--- config.mk ---
export PLATFORM = sky130hd
export DESIGN_NAME = segment_display_scanner
export DESIGN_NICKNAME = d
export VERILOG_FILES = /design/src/rtl/segment_display_pkg.sv /design/src/rtl/segment_scan_timer.sv /design/src/rtl/segment_display_scanner.sv
export SDC_FILE = /design/constraint.sdc
export NUM_CORES = 1
export LEC_CHECK = 0
export ABC_AREA = 1
export CORE_MARGIN = 1
export CORE_UTILIZATION = 53
export CTS_CLUSTER_DIAMETER = 50
export DETAILED_ROUTE_END_ITERATION = 10
export GPL_TIMING_DRIVEN = 1
export PLACE_DENSITY = 0.85
export SLEW_MARGIN = 20
export SYNTH_ARGS = -nofsm -noshare
export SYNTH_HDL_FRONTEND = slang
export SYNTH_HIERARCHICAL = 1
export SYNTH_SLANG_ARGS = --single-unit
--- constraint.sdc ---
create_clock -name clk -period 2.1 [get_ports clk]
set_input_delay 0.525 -clock clk [delete_from_list [all_inputs] [get_ports clk]]
set_output_delay 0.525 -clock clk [all_outputs]
set_load 0.005 [all_outputs]
--- src/rtl/segment_display_pkg.sv ---
// segment_display_pkg: segment bit positions, blank pattern and hex-to-segment decode
package segment_display_pkg;
  localparam int SEG_A = 7;
  localparam int SEG_DP = 0;
  localparam logic [7:0] SEG_OFF = 8'h00;
  function automatic logic [7:0] hex_to_seg(input logic [3:0] nibble);
    logic [6:0] p;
    case (nibble)
      4'h0: p = 7'b1111110;
      4'h1: p = 7'b0110000;
      4'h2: p = 7'b1101101;
      4'h3: p = 7'b1111001;
      4'h4: p = 7'b0110011;
      4'h5: p = 7'b1011011;
      4'h6: p = 7'b1011111;
      4'h7: p = 7'b1110000;
      4'h8: p = 7'b1111111;
      4'h9: p = 7'b1111011;
      4'hA: p = 7'b1110111;
      4'hB: p = 7'b0011111;
      4'hC: p = 7'b1001110;
      4'hD: p = 7'b0111101;
      4'hE: p = 7'b1001111;
      default: p = 7'b1000111;
    endcase
    hex_to_seg = SEG_OFF;
    hex_to_seg[SEG_A -: 7] = p;
  endfunction
endpackage

--- src/rtl/segment_scan_timer.sv ---
// segment_scan_timer: step/phase/digit/blink-frame counter chain that paces the scan
module segment_scan_timer #(
  parameter int STEP_CYCLES = 2,
  parameter int PHASE_BITS = 2,
  parameter int NUM_DIGITS = 4,
  parameter int BLINK_FRAMES = 2
) (
  input  logic clk,
  input  logic reset,
  output logic [$clog2(NUM_DIGITS)-1:0] digit_idx,
  output logic [PHASE_BITS-1:0] phase,
  output logic dead,
  output logic frame_latch,
  output logic blink_off
);
  localparam int SW = STEP_CYCLES > 1 ? $clog2(STEP_CYCLES) : 1;
  localparam int DW = $clog2(NUM_DIGITS);
  localparam int BW = BLINK_FRAMES > 1 ? $clog2(BLINK_FRAMES) : 1;
  logic [SW-1:0] step_cnt;
  logic [BW-1:0] blink_frame_cnt;
  logic step_last, slot_last, frame_last, blink_last;
  assign step_last = step_cnt == SW'(STEP_CYCLES - 1);
  assign slot_last = step_last && &phase;
  assign frame_last = slot_last && digit_idx == DW'(NUM_DIGITS - 1);
  assign blink_last = blink_frame_cnt == BW'(BLINK_FRAMES - 1);
  assign dead = phase == '0 && step_cnt == '0;
  assign frame_latch = dead && digit_idx == '0;
  // Ripple-carry counter chain; phase wraps naturally since STEPS is a power of two
  always_ff @(posedge clk) begin
    if (reset) begin
      step_cnt <= '0;
      phase <= '0;
      digit_idx <= '0;
      blink_frame_cnt <= '0;
      blink_off <= 1'b0;
    end else begin
      step_cnt <= step_last ? '0 : step_cnt + 1'b1;
      if (step_last) phase <= phase + 1'b1;
      if (slot_last) digit_idx <= frame_last ? '0 : digit_idx + 1'b1;
      if (frame_last) blink_frame_cnt <= blink_last ? '0 : blink_frame_cnt + 1'b1;
      if (frame_last && blink_last) blink_off <= ~blink_off;
    end
  end
endmodule

--- src/rtl/segment_display_scanner.sv ---
// segment_display_scanner: multiplexed 7-segment driver with PWM, blink, raw mode and frame-latched inputs
module segment_display_scanner
  import segment_display_pkg::*;
#(
  parameter int CLK_RATE_HZ = 390625,
  parameter int NUM_DIGITS = 6,
  parameter int REFRESH_RATE_HZ = 80,
  parameter int BRIGHTNESS_BITS = 3,
  parameter int BLINK_RATE_HZ = 2,
  parameter int SEGMENTS_ACTIVE_LOW = 0,
  parameter int DIGITS_ACTIVE_LOW = 0
) (
  input  logic clk,
  input  logic reset,
  input  logic [NUM_DIGITS*4-1:0] data,
  input  logic [NUM_DIGITS*8-1:0] raw_segments,
  input  logic [NUM_DIGITS-1:0] raw_mode_mask,
  input  logic [NUM_DIGITS-1:0] digit_enable_mask,
  input  logic [NUM_DIGITS-1:0] decimal_point_mask,
  input  logic [NUM_DIGITS-1:0] blink_mask,
  input  logic [BRIGHTNESS_BITS-1:0] brightness,
  output logic [7:0] led_segments,
  output logic [NUM_DIGITS-1:0] led_digit_enable,
  output logic frame_start
);
  localparam int SLOT_CYCLES = CLK_RATE_HZ / (REFRESH_RATE_HZ * NUM_DIGITS);
  localparam int STEPS = 2 ** BRIGHTNESS_BITS;
  localparam int STEP_CYCLES = SLOT_CYCLES / STEPS;
  localparam int BLINK_FRAMES = REFRESH_RATE_HZ / (2 * BLINK_RATE_HZ);
  localparam int DW = $clog2(NUM_DIGITS);
  localparam logic [7:0] SEG_POL = SEGMENTS_ACTIVE_LOW != 0 ? 8'hFF : 8'h00;
  localparam logic [NUM_DIGITS-1:0] DIG_POL = DIGITS_ACTIVE_LOW != 0 ? '1 : '0;
  if (STEP_CYCLES < 1) begin : g_bad_step
    $error("segment_display_scanner: STEP_CYCLES must be at least 1");
  end
  if (BLINK_FRAMES < 1) begin : g_bad_blink
    $error("segment_display_scanner: BLINK_FRAMES must be at least 1");
  end
  logic [DW-1:0] digit_idx;
  logic [BRIGHTNESS_BITS-1:0] phase;
  logic dead, frame_latch, blink_off, lit;
  logic [7:0] seg;
  logic [NUM_DIGITS*4-1:0] sh_data;
  logic [NUM_DIGITS*8-1:0] sh_raw;
  logic [NUM_DIGITS-1:0] sh_raw_mode, sh_en, sh_dp, sh_blink;
  logic [BRIGHTNESS_BITS-1:0] sh_bright;
  segment_scan_timer #(
    .STEP_CYCLES(STEP_CYCLES),
    .PHASE_BITS(BRIGHTNESS_BITS),
    .NUM_DIGITS(NUM_DIGITS),
    .BLINK_FRAMES(BLINK_FRAMES)
  ) u_timer (
    .clk(clk),
    .reset(reset),
    .digit_idx(digit_idx),
    .phase(phase),
    .dead(dead),
    .frame_latch(frame_latch),
    .blink_off(blink_off)
  );
  // Shadow copies of all inputs, refreshed only at frame start so a frame never tears
  always_ff @(posedge clk) begin
    if (reset) begin
      sh_data <= '0;
      sh_raw <= '0;
      sh_raw_mode <= '0;
      sh_en <= '0;
      sh_dp <= '0;
      sh_blink <= '0;
      sh_bright <= '0;
    end else if (frame_latch) begin
      sh_data <= data;
      sh_raw <= raw_segments;
      sh_raw_mode <= raw_mode_mask;
      sh_en <= digit_enable_mask;
      sh_dp <= decimal_point_mask;
      sh_blink <= blink_mask;
      sh_bright <= brightness;
    end
  end
  // Lit decision and segment pattern for the digit currently being scanned
  always_comb begin
    lit = sh_en[digit_idx] && phase <= sh_bright && !(sh_blink[digit_idx] && blink_off) && !dead;
    seg = sh_raw_mode[digit_idx] ? sh_raw[digit_idx*8 +: 8]
        : hex_to_seg(sh_data[digit_idx*4 +: 4]) | (8'(sh_dp[digit_idx]) << SEG_DP);
  end
  // Registered pin drivers; polarity is applied last so blanking follows the board's sense
  always_ff @(posedge clk) begin
    if (reset) begin
      led_segments <= SEG_POL;
      led_digit_enable <= DIG_POL;
      frame_start <= 1'b0;
    end else begin
      led_segments <= (lit ? seg : SEG_OFF) ^ SEG_POL;
      led_digit_enable <= (lit ? NUM_DIGITS'(1) << digit_idx : '0) ^ DIG_POL;
      frame_start <= frame_latch;
    end
  end
endmodule

==> metrics.md <==
| Metric | Value |
|---|---|
| R2R Setup Slk | 0.11 ns |
| Largest cells by area after synthesis | dfxtp_1 42%, nand2_1 14%, a21oi_1 7.7%, nor2_1 4.7%, a211oi_1 4.5% |
| Adder-cell area share of the yosys netlist | 3.79% |
| TritonCTS clock tree | done |
| Non-filler cells, final | 1,118 |
| Period minus WS final | 1.99 ns |
| Share of the synthesized area in the top cell type | 42.5% |
| Hold Path Class | flop to flop |
| Max VDD drop | 0.000575 V |
| Clk sink count | 133 |
| H-tree depth | 4 |
| Site Rows | 39 |
| Core Util, Final | 71.4% |
| Critical path arrival | 2.30 ns |
| Largest family of logic cells by synthesized area | simple AND/OR/NAND/NOR gates |
| Vias per cell | 5.39 |
| Initial Utilization | 54.7% |
| WL final | 17,000 um |
| Period utilisation layout | 94.7% |
| First-pass GRT wire length | 27,400 um |
| Die area | 12,300 um2 |
| Crit path buffers/inverters | 3 |
| Finish-stage setup viols | 0 |
| # IOs | 116 |
| Synthesized instance count | 852 |
| Die H | 111 um |
| Compound-cell area share of the yosys netlist | 17.5% |
| Max incr delay on CP | 0.36 ns |
| Yosys cell types | 40 |
| Critical Setup Path Class | flop to flop |
| Synth Area per Inst | 7.36 um2 |
| Worst Path Max Fanout | 20 |
| Max Cap Viol | 0 |
| Multiplexer area fraction after synthesis | 0% |
| Slowest stage cell, crit path | dfxtp_2 |
| Tot GR Track Use | 27.8% |
| Initial drt markers | 632 |
| Vias | 6,025 |
| Slew Viols, Final | 0 |
| Fill count | 887 |
| CTS Root Buffer Type | clkbuf_16 |
| Initial antenna violation count | 0 |
| Fmax | 0.503 GHz |
| Crit path top cell by count | nand2_1 |
| Number of port buffers | 115 |
| DR pass1 iterations | 6 |
| Vias in the first global route | 5,619 |
| Place WS | 0.132 ns |
| Layout cell share with drive strength beyond 1 | 10.5% |
| Synth Area in Simple Gates | 27.4% |
| CP delay by family, top | simple AND/OR/NAND/NOR gates |
| Clock Latency Late Sink | 0.42 ns |
| Lkg Pwr | 3.29 nW |
| Slew HR | 72.2% |
| Worst setup SP type | flop |
| CORE AREA | 11,500 um2 |
| Status | finished clean |
| # DRC | 0 |
| Grt total ovfl | 0 |
| Count of state elements after synthesis | 133 |
| Synth area leader | dfxtp_1 |
| Worst path cell trace | buf_12, nor2_4, inv_2, nor2_1, o21ai_0, nand2_1, inv_2, ha_1, nand3_1, nand2_1, nand2_1, a21oi_1, nor2_1 |
| Final Hold Fails | 0 |
| Total power | 6.80 mW |
| Synth-to-Final Area Change | 30.5% |
| Largest net degree at the start of global routing | 75 |
| Seq/Total Area, Yosys | 42.5% |
| Slew @ Worst Pin | 0.413 ns |
| Post-Route Skew | 0.00711 ns |
| Ys Warns | 6 |
| DIE WIDTH | 111 um |
| Post-Synthesis Cell Area | 6270 um2 |
| Req. time, crit path | 2.41 ns |
| Synthesized Nets | 972 |
| Hold_ws | 0.463 ns |
| Maximum clock path buffer count | 2 |
| Dpl cells | 1,082 |
| Num CTS Buffers | 17 |
| Clock slew at reported path FFs | 0.06 ns |
| Final worst setup slack | 0.111 ns |
| Total Nets Final | 1,082 |
| Ant diodes | 0 |
| Final ANT Viol Nets | 0 |
| Wire length per cell | 15.2 um |
| PD cells | 831 nW/um2 |
| DP Wirelength | 11,600 um |
| Post-Synth XOR/XNOR Area | 0.140% |
| Gpl congestion | 0.884 |
| CP endpoint kind | flop |
[final timing paths]
check                            start              end  depth (start not counted)
setup / recovery  u_timer/digit_idx[0]  led_segments[6]                         13
hold / removal             sh_blink[0]      sh_blink[0]                          2
setup reg to reg  u_timer/digit_idx[0]  led_segments[6]                         13
hold reg to reg            sh_blink[0]      sh_blink[0]                          2
[per-stage QoR]
stage,instance area (um2),TNS (ns)
after CTS,8130,0
after detailed placement,7560,0
after floorplan,6270,0
after global placement,7560,0
final,8180,0
after global routing,8180,-0.00459
[layout by cell type, fill, tap and decap left out, types with 8 or more instances in the layout]
cell	count
a211oi_1	38
a21oi_1	96
a22oi_1	8
buf_4	18
clkbuf_16	18
clkdlybuf4s50_1	114
dfxtp_1	132
ha_1	19
inv_1	66
inv_2	8
nand2_1	238
nand3_1	36
nor2_1	78
o21ai_0	23
[logic make-up (layout without fill, tap and decap cells)]
| family | count (synthesis) | after routing |
|---|---|---|
| compound gates | 181 | 181 |
| xor+xnor | 1 | 1 |
| fa+ha+maj | 19 | 19 |
| buf+inv | 124 | 247 |
| flops | 133 | 133 |
| simple gates | 394 | 394 |
[synthesized netlist by cell type, drive strengths merged]
cell	number
nor3b	2
nand2	249
nor2	87
inv	77
buf	21
a22oi	9
nor4	2
ha	19
o22ai	2
clkbuf	26
nor3	5
a21oi	99
nand4	3
a31oi	1
o21ai	31
o21bai	1
xor2	1
dfxtp	133
nand3b	3
and3	1
a211oi	38
nand3	42
[cell type report]
class	instances	area [um2]	share of cell area [%]
tap	143	179	2.19
inverter	77	302	3.68
timing repair buffer	138	1400	17.1
multi-input combinational	595	3070	37.5
clock inverter	14	143	1.74
sequential	133	2660	32.5
clock buffer	18	429	5.24
[where the power goes]
| group | switching (mW) | internal, mW |
|---|---|---|
| clock network | 1.21 | 1.66 |
| registers | 0.103 | 2.73 |
| logic | 0.611 | 0.479 |
[worst register-to-register path: cells and delay by family, from the launching register on]
kind	cells	cell delay [ns]
buffers and inverters	3	0.33
flip-flops	1	0.36
AND/OR/NAND/NOR	7	0.69
adder cells (fa/ha/maj)	1	0.27
AO/OA/AOI/OAI	2	0.23
[flip-flops by register name (all words and copies together), names as in the netlist]
signal,flops
led_digit_enable,6
u_timer/blink_frame_cnt,5
sh_data,24
sh_en,6
sh_raw,48
sh_raw_mode,6
led_segments,8
u_timer/step_cnt,7
u_timer/blink_off,1
sh_blink,6
frame_start,1
sh_bright,3
u_timer/digit_idx,3
sh_dp,6
u_timer/phase,3
[routing by layer]
metal,global-route usage [%],up-vias,routed length (um)
met5,0,-,0
met4,9.78,0,289
met3,4.87,31,1180
met2,42.9,254,7660
met1,39.1,2721,7830
li1,-,3019,-
[repair_timing]
| item | CTS | global route |
|---|---|---|
| endpoints found under the setup margin | 0 | 9 |
| setup buffers | 0 | 3 |
| endpoints found under the hold margin | 0 | 0 |
| gates resized for setup | 0 | 6 |
| hold buffers | 0 | 0 |
(Power assumes the default switching activity.)
